<file path="config.mk">
export PLATFORM = sky130hd
export DESIGN_NAME = id_issue_queue
export DESIGN_NICKNAME = d
export VERILOG_FILES = /design/src/rtl/id_issue_queue.sv
export SDC_FILE = /design/constraint.sdc
export NUM_CORES = 2
export LEC_CHECK = 0
export CORE_MARGIN = 2
export CORE_UTILIZATION = 25
export DETAILED_ROUTE_END_ITERATION = 10
export GPL_TIMING_DRIVEN = 1
export PLACE_DENSITY_LB_ADDON = 0.25
export SETUP_SLACK_MARGIN = 0.4
export SLEW_MARGIN = 20
export SYNTH_ARGS = -nofsm -noshare
export SYNTH_HDL_FRONTEND = slang
export SYNTH_SLANG_ARGS = --single-unit
</file>
<file path="constraint.sdc">
create_clock -name clk -period 10.7 [get_ports clk]
set_input_delay 2.14 -clock clk [delete_from_list [all_inputs] [get_ports clk]]
set_output_delay 2.14 -clock clk [all_outputs]
set_load 0.02 [all_outputs]
</file>
<file path="src/rtl/id_issue_queue.sv">
// Instruction queue between fetch and decode: up to FETCH_W writes, up to ISSUE_W oldest reads per cycle.
// Latency: an entry is visible at the outputs one cycle after it is enqueued. Outputs are combinational from head.
// Backpressure: in_ready drops when fewer than FETCH_W slots are free. ID_DSLOT_HOLD_EN holds a branch until its delay slot arrives.
module id_issue_queue #(
    parameter int DEPTH   = 16,
    parameter int FETCH_W = 2,
    parameter int ISSUE_W = 2
) (
    input  logic                     clk,
    input  logic                     rst,
    input  logic                     flush,
    input  logic [FETCH_W-1:0]       in_valid,
    input  logic [32*FETCH_W-1:0]    in_pc,
    input  logic [32*FETCH_W-1:0]    in_inst,
    output logic                     in_ready,
    output logic [ISSUE_W-1:0]       out_valid,
    output logic [32*ISSUE_W-1:0]    out_pc,
    output logic [32*ISSUE_W-1:0]    out_inst,
    input  logic [ISSUE_W-1:0]       out_accept,
    output logic [$clog2(DEPTH):0]   count
);

    localparam int AW = $clog2(DEPTH);
    localparam int PW = AW + 1;
    localparam logic [PW-1:0] DEPTH_P = PW'(DEPTH);
    localparam logic [PW-1:0] FETCH_P = PW'(FETCH_W);
    localparam logic [PW-1:0] ISSUE_P = PW'(ISSUE_W);

    typedef struct packed {
        logic [31:0] pc;
        logic [31:0] inst;
    } entry_t;

    entry_t        mem [DEPTH];
    logic [PW-1:0] head;
    logic [PW-1:0] tail;
    logic [PW-1:0] n_in;
    logic [PW-1:0] n_out;
    logic [PW-1:0] n_cand;
    logic [PW-1:0] n_vld;
    logic          enq;
    entry_t        rd_ent [ISSUE_W];

    // Extra pointer MSB distinguishes full from empty, so the difference is the occupancy.
    assign count    = tail - head;
    assign in_ready = !rst && ((DEPTH_P - count) >= FETCH_P);
    assign enq      = (|in_valid) && in_ready && !flush;

    always_comb begin
        n_in = '0;
        for (int i = 0; i < FETCH_W; i++) begin
            n_in = n_in + PW'(in_valid[i]);
        end
        n_out = '0;
        for (int k = 0; k < ISSUE_W; k++) begin
            n_out = n_out + PW'(out_accept[k]);
        end
    end

    always_comb begin
        for (int k = 0; k < ISSUE_W; k++) begin
            rd_ent[k] = mem[head[AW-1:0] + AW'(k)];
        end
    end

`ifdef ID_DSLOT_HOLD_EN
    function automatic logic is_branch(input logic [31:0] inst);
        logic [5:0] op;
        logic [5:0] func;
        op   = inst[31:26];
        func = inst[5:0];
        return ((op >= 6'd1) && (op <= 6'd7)) ||
               ((op == 6'd0) && ((func == 6'd8) || (func == 6'd9)));
    endfunction

    logic [ISSUE_W-1:0] lane_br;

    always_comb begin
        for (int k = 0; k < ISSUE_W; k++) begin
            lane_br[k] = is_branch(rd_ent[k].inst);
        end
    end
`endif

    always_comb begin
        n_cand = (count < ISSUE_P) ? count : ISSUE_P;
        n_vld  = n_cand;
`ifdef ID_DSLOT_HOLD_EN
        // Youngest candidate is a branch whose slot has not been fetched yet: keep it back.
        for (int k = 0; k < ISSUE_W; k++) begin
            if ((PW'(k + 1) == n_cand) && (count == n_cand) && lane_br[k]) begin
                n_vld = n_cand - PW'(1);
            end
        end
`endif
        if (rst) begin
            n_vld = '0;
        end
    end

    always_comb begin
        out_valid = '0;
        out_pc    = '0;
        out_inst  = '0;
        for (int k = 0; k < ISSUE_W; k++) begin
            out_valid[k]        = (PW'(k) < n_vld);
            out_pc[32*k +: 32]   = rd_ent[k].pc;
            out_inst[32*k +: 32] = rd_ent[k].inst;
        end
    end

    always_ff @(posedge clk) begin
        if (rst || flush) begin
            head <= '0;
            tail <= '0;
        end else begin
            head <= head + n_out;
            if (enq) begin
                tail <= tail + n_in;
            end
        end
    end

    // Payload storage carries no reset; occupancy is tracked by the pointers alone.
    always_ff @(posedge clk) begin
        if (enq) begin
            for (int i = 0; i < FETCH_W; i++) begin
                if (in_valid[i]) begin
                    mem[tail[AW-1:0] + AW'(i)] <= '{pc: in_pc[32*i +: 32], inst: in_inst[32*i +: 32]};
                end
            end
        end
    end

endmodule

</file>
==> run summary <==
* **die outline width** 493.9 um
* **transition time at the pin with the least slew margin** 1.131 ns
* **Psw** 2.748 mW
* **Gate Count Post-Synth** 3248
* **launching element type of the critical path** register
* **Post-CTS Setup Bufs** 0
* **power share of the combinational group** 0.157
* **Routed Antenna Nets** 0
* **Vias/cell** 5.264
* **FP Rows** 179
* **Final Slew Violations** 0
* **Root Buffer Master** clkbuf_16
* **cell repeated most along the worst path** buf_4
* **overall routed net length** 221800 um
* **peak supply drop** 158.0 uV
* **buffers from clock root to sink, at most** 3
* **gr usage total** 0.1795
* **final global-route overflow total** 0
* **number of buffers created by CTS** 130
* **hold path depth** 2
* **die area** 243900 sq um
* **library cells used by synthesis** 48
* **nature of the critical path endpoint** primary output
* **Layout area overhead** 16.21%
* **clk_lat worst skew** 0.79 ns
* **largest driver fanout on the critical path** 41
* **1st-pass router iterations** 5
* **Worst Reg2Reg Path Length in Cells** 9
* **DIE HEIGHT** 493.9 um
* **H-Tree Level Count** 4
* **Initial Util** 0.2517
* **flops & latches, synth** 1034
* **total of fill cells in the finished design** 23590
* **sum of negative setup slack** 0 ns
* **Via Count** 34960
* **tightest hold margin** 0.5466 ns
* **initial antenna violation count** 51
* **global-route wire length before repair** 306300 um
* **Resized Gates After CTS** 0
* **timing-limited maximum frequency** 126.3 MHz
* **type of the worst min-delay path** reg2reg
* **main flop type after synthesis** edfxtp_1
* **shortest clock period the worst path allows after layout** 7.918 ns
* **I/O pin cnt** 271
* **clock tree from TritonCTS** done
* **unrepaired setup endpoints after global routing** no
* **maximum capacitance violations** 0
* **Floorplan Core Area** 238300 sq um
* **Post-synth EDFFs** 1024
* **Yosys warning count** 0
* **final core occ** 0.2926
* **post-CTS clock slew at the launch and capture registers of the worst setup and hold paths** 0.06 ns
* **data arrival time of the critical path** 5.78 ns
* **post-route DRC violation count** 0
* **power per cell area** 148.9 nW/um^2
* **average wire per standard cell** 33.41 um
* **post-synth top area cell** edfxtp_1
* **leading cell types by count after synthesis** edfxtp_1, mux2_2, mux4_2, clkbuf_1, mux2_1
* **cell with the most instances after synthesis** edfxtp_1
* **sequential group share of total power** 0.440
* **cell types with the largest area share after synthesis** edfxtp_1, mux4_2, mux2_2, mux2_1, clkbuf_1
* **Slowest Stage Delay on Critical Path** 0.94 ns
* **post-detail-place hpwl** 123700 um
* **post-synth top area share** 0.5126
* **Tcrit/Tclk final** 0.7400
* **net switching fraction of the power** 0.2648
* **placer's final routability congestion estimate** 0.7487
* **post-synthesis instance area** 59990 sq um
* **Nets** 3518
* **layout cells sized above 1** 0.5475
* **status** finished clean
* **Avg Cell Area, Syn** 18.47 sq um
* **maximum number of pins on one net before global-route repair** 128
* **Setup-failing EPs final** 0
* **post-synthesis net count** 3395
* **CP cell instances** buf_4 -> nand3_1 -> xnor2_2 -> buf_4 -> mux4_2 -> clkdlybuf4s50_1
* **leakage power figure** 20.82 nW
* **Internal** 7.630 mW
* **final count of hold timing violations** 0
* **worst slew slack as a fraction of its limit** 0.2459
* **portion of the post-synthesis area used by sequential elements** 0.5159
* **number of design-rule violations left by the first detailed-router iteration** 3339
* **clock share of power** 0.403
* **Setup CP Type** reg2out
* **cts hold-fix bufs** 0
* **Async S/R FF share, synth** 0
* **Data required, critical path** 8.56 ns
* **cell at the slowest stage of the critical path** buf_4
* **I/O Buffers** 270
* **via count of the first global-routing pass** 36180
* **clock tree sinks** 1034
* **clock skew** 0.02982 ns
[critical path, delay by kind of cell (launching register included)]
kind,cells,cell delay [ns]
muxes,1,0.55
DFF,1,0.92
and+or+nand+nor,1,0.24
xor gates and xnor gates,1,0.82
buffers and inverters,3,2.41
[final timing paths]
| kind | startpoint | to | slack (ns) |
|---|---|---|---|
| max | head[1]$_SDFF_PP0_ | out_inst[45] | 2.78 |
| min reg2reg | head[4]$_SDFF_PP0_ | head[4]$_SDFF_PP0_ | 0.55 |
| max reg2reg | head[1]$_SDFF_PP0_ | mem[11][18]$_DFFE_PP_ | 4.73 |
| min | head[4]$_SDFF_PP0_ | head[4]$_SDFF_PP0_ | 0.55 |
[sequential cells by signal (all words and copies together) (netlist names)]
name	flops
tail	5
head	5
mem	1024
[logic make-up after synthesis]
| group | synth area share |
|---|---|
| mux | 0.4332 |
| fa+ha+maj | 0.002878 |
| simple gates | 0.007279 |
| xor+xnor | 0.001439 |
| flops | 0.5159 |
| compound gates | 0.007425 |
| buf+inv | 0.03187 |
[per-stage QoR]
| stage | std cells | area (sq um) | setup slack (ns) | total power, mW |
|---|---|---|---|---|
| final | 6640 | 69720 | 2.782 | 10.38 |
| after global routing | 6637 | 69710 | 2.428 | 10.73 |
| after CTS | 6632 | 69700 | 2.469 | 10.52 |
| after detailed placement | 6406 | 65810 | 3.333 | 6.293 |
| after global placement | 6405 | 65790 | 3.327 | 6.287 |
| after floorplan | 3248 | 59990 | 0.04343 | 5.673 |
[placed cells by master (no fill, tap or decap), drive strengths merged, types with 6 or more instances in the layout]
cell and n:
mux2 1025, edfxtp 1024, mux4 640, clkdlybuf4s50 270, clkbuf 161, buf 102
clkinv 52, nor2 28, inv 23, nand2 19, nand3 11, a21oi 10
dfxtp 10, ha 9, nor3 9, diode 8, a211oi 7, o21ai 6
xnor2 6
[power groups by stage]
stage | Clock [mW] | Combinational (mW) | Sequential [mW]
final | 4.19 | 1.63 | 4.57
after global routing | 4.44 | 1.72 | 4.57
after CTS | 4.30 | 1.65 | 4.57
after detailed placement | 0 | 1.64 | 4.65
after global placement | 0 | 1.64 | 4.65
after floorplan | 0 | 1.04 | 4.63
[per-layer routing]
metal  GRT usage  vias to the layer above  share of wire
li1            -                    13970              -
met1      0.2374                    19350           0.42
met2      0.3046                     1269           0.50
met3     0.02899                      340          0.054
met4     0.04692                       22          0.026
met5           0                        -        0.00064
[area by class of cell]
type | count | area [sq um] | share of cell area
flip-flops and latches | 1034 | 30960 | 0.4441
well taps | 3167 | 3963 | 0.05684
multi-input cells | 1818 | 27320 | 0.3919
inverters | 15 | 63.81 | 0.0009153
repair buffers | 372 | 3501 | 0.05022
clock buffers | 161 | 3433 | 0.04925
clock inverters | 65 | 450.4 | 0.006461
diodes | 8 | 20.02 | 0.0002872
No activity file was read; power rests on OpenSTA's default activity.
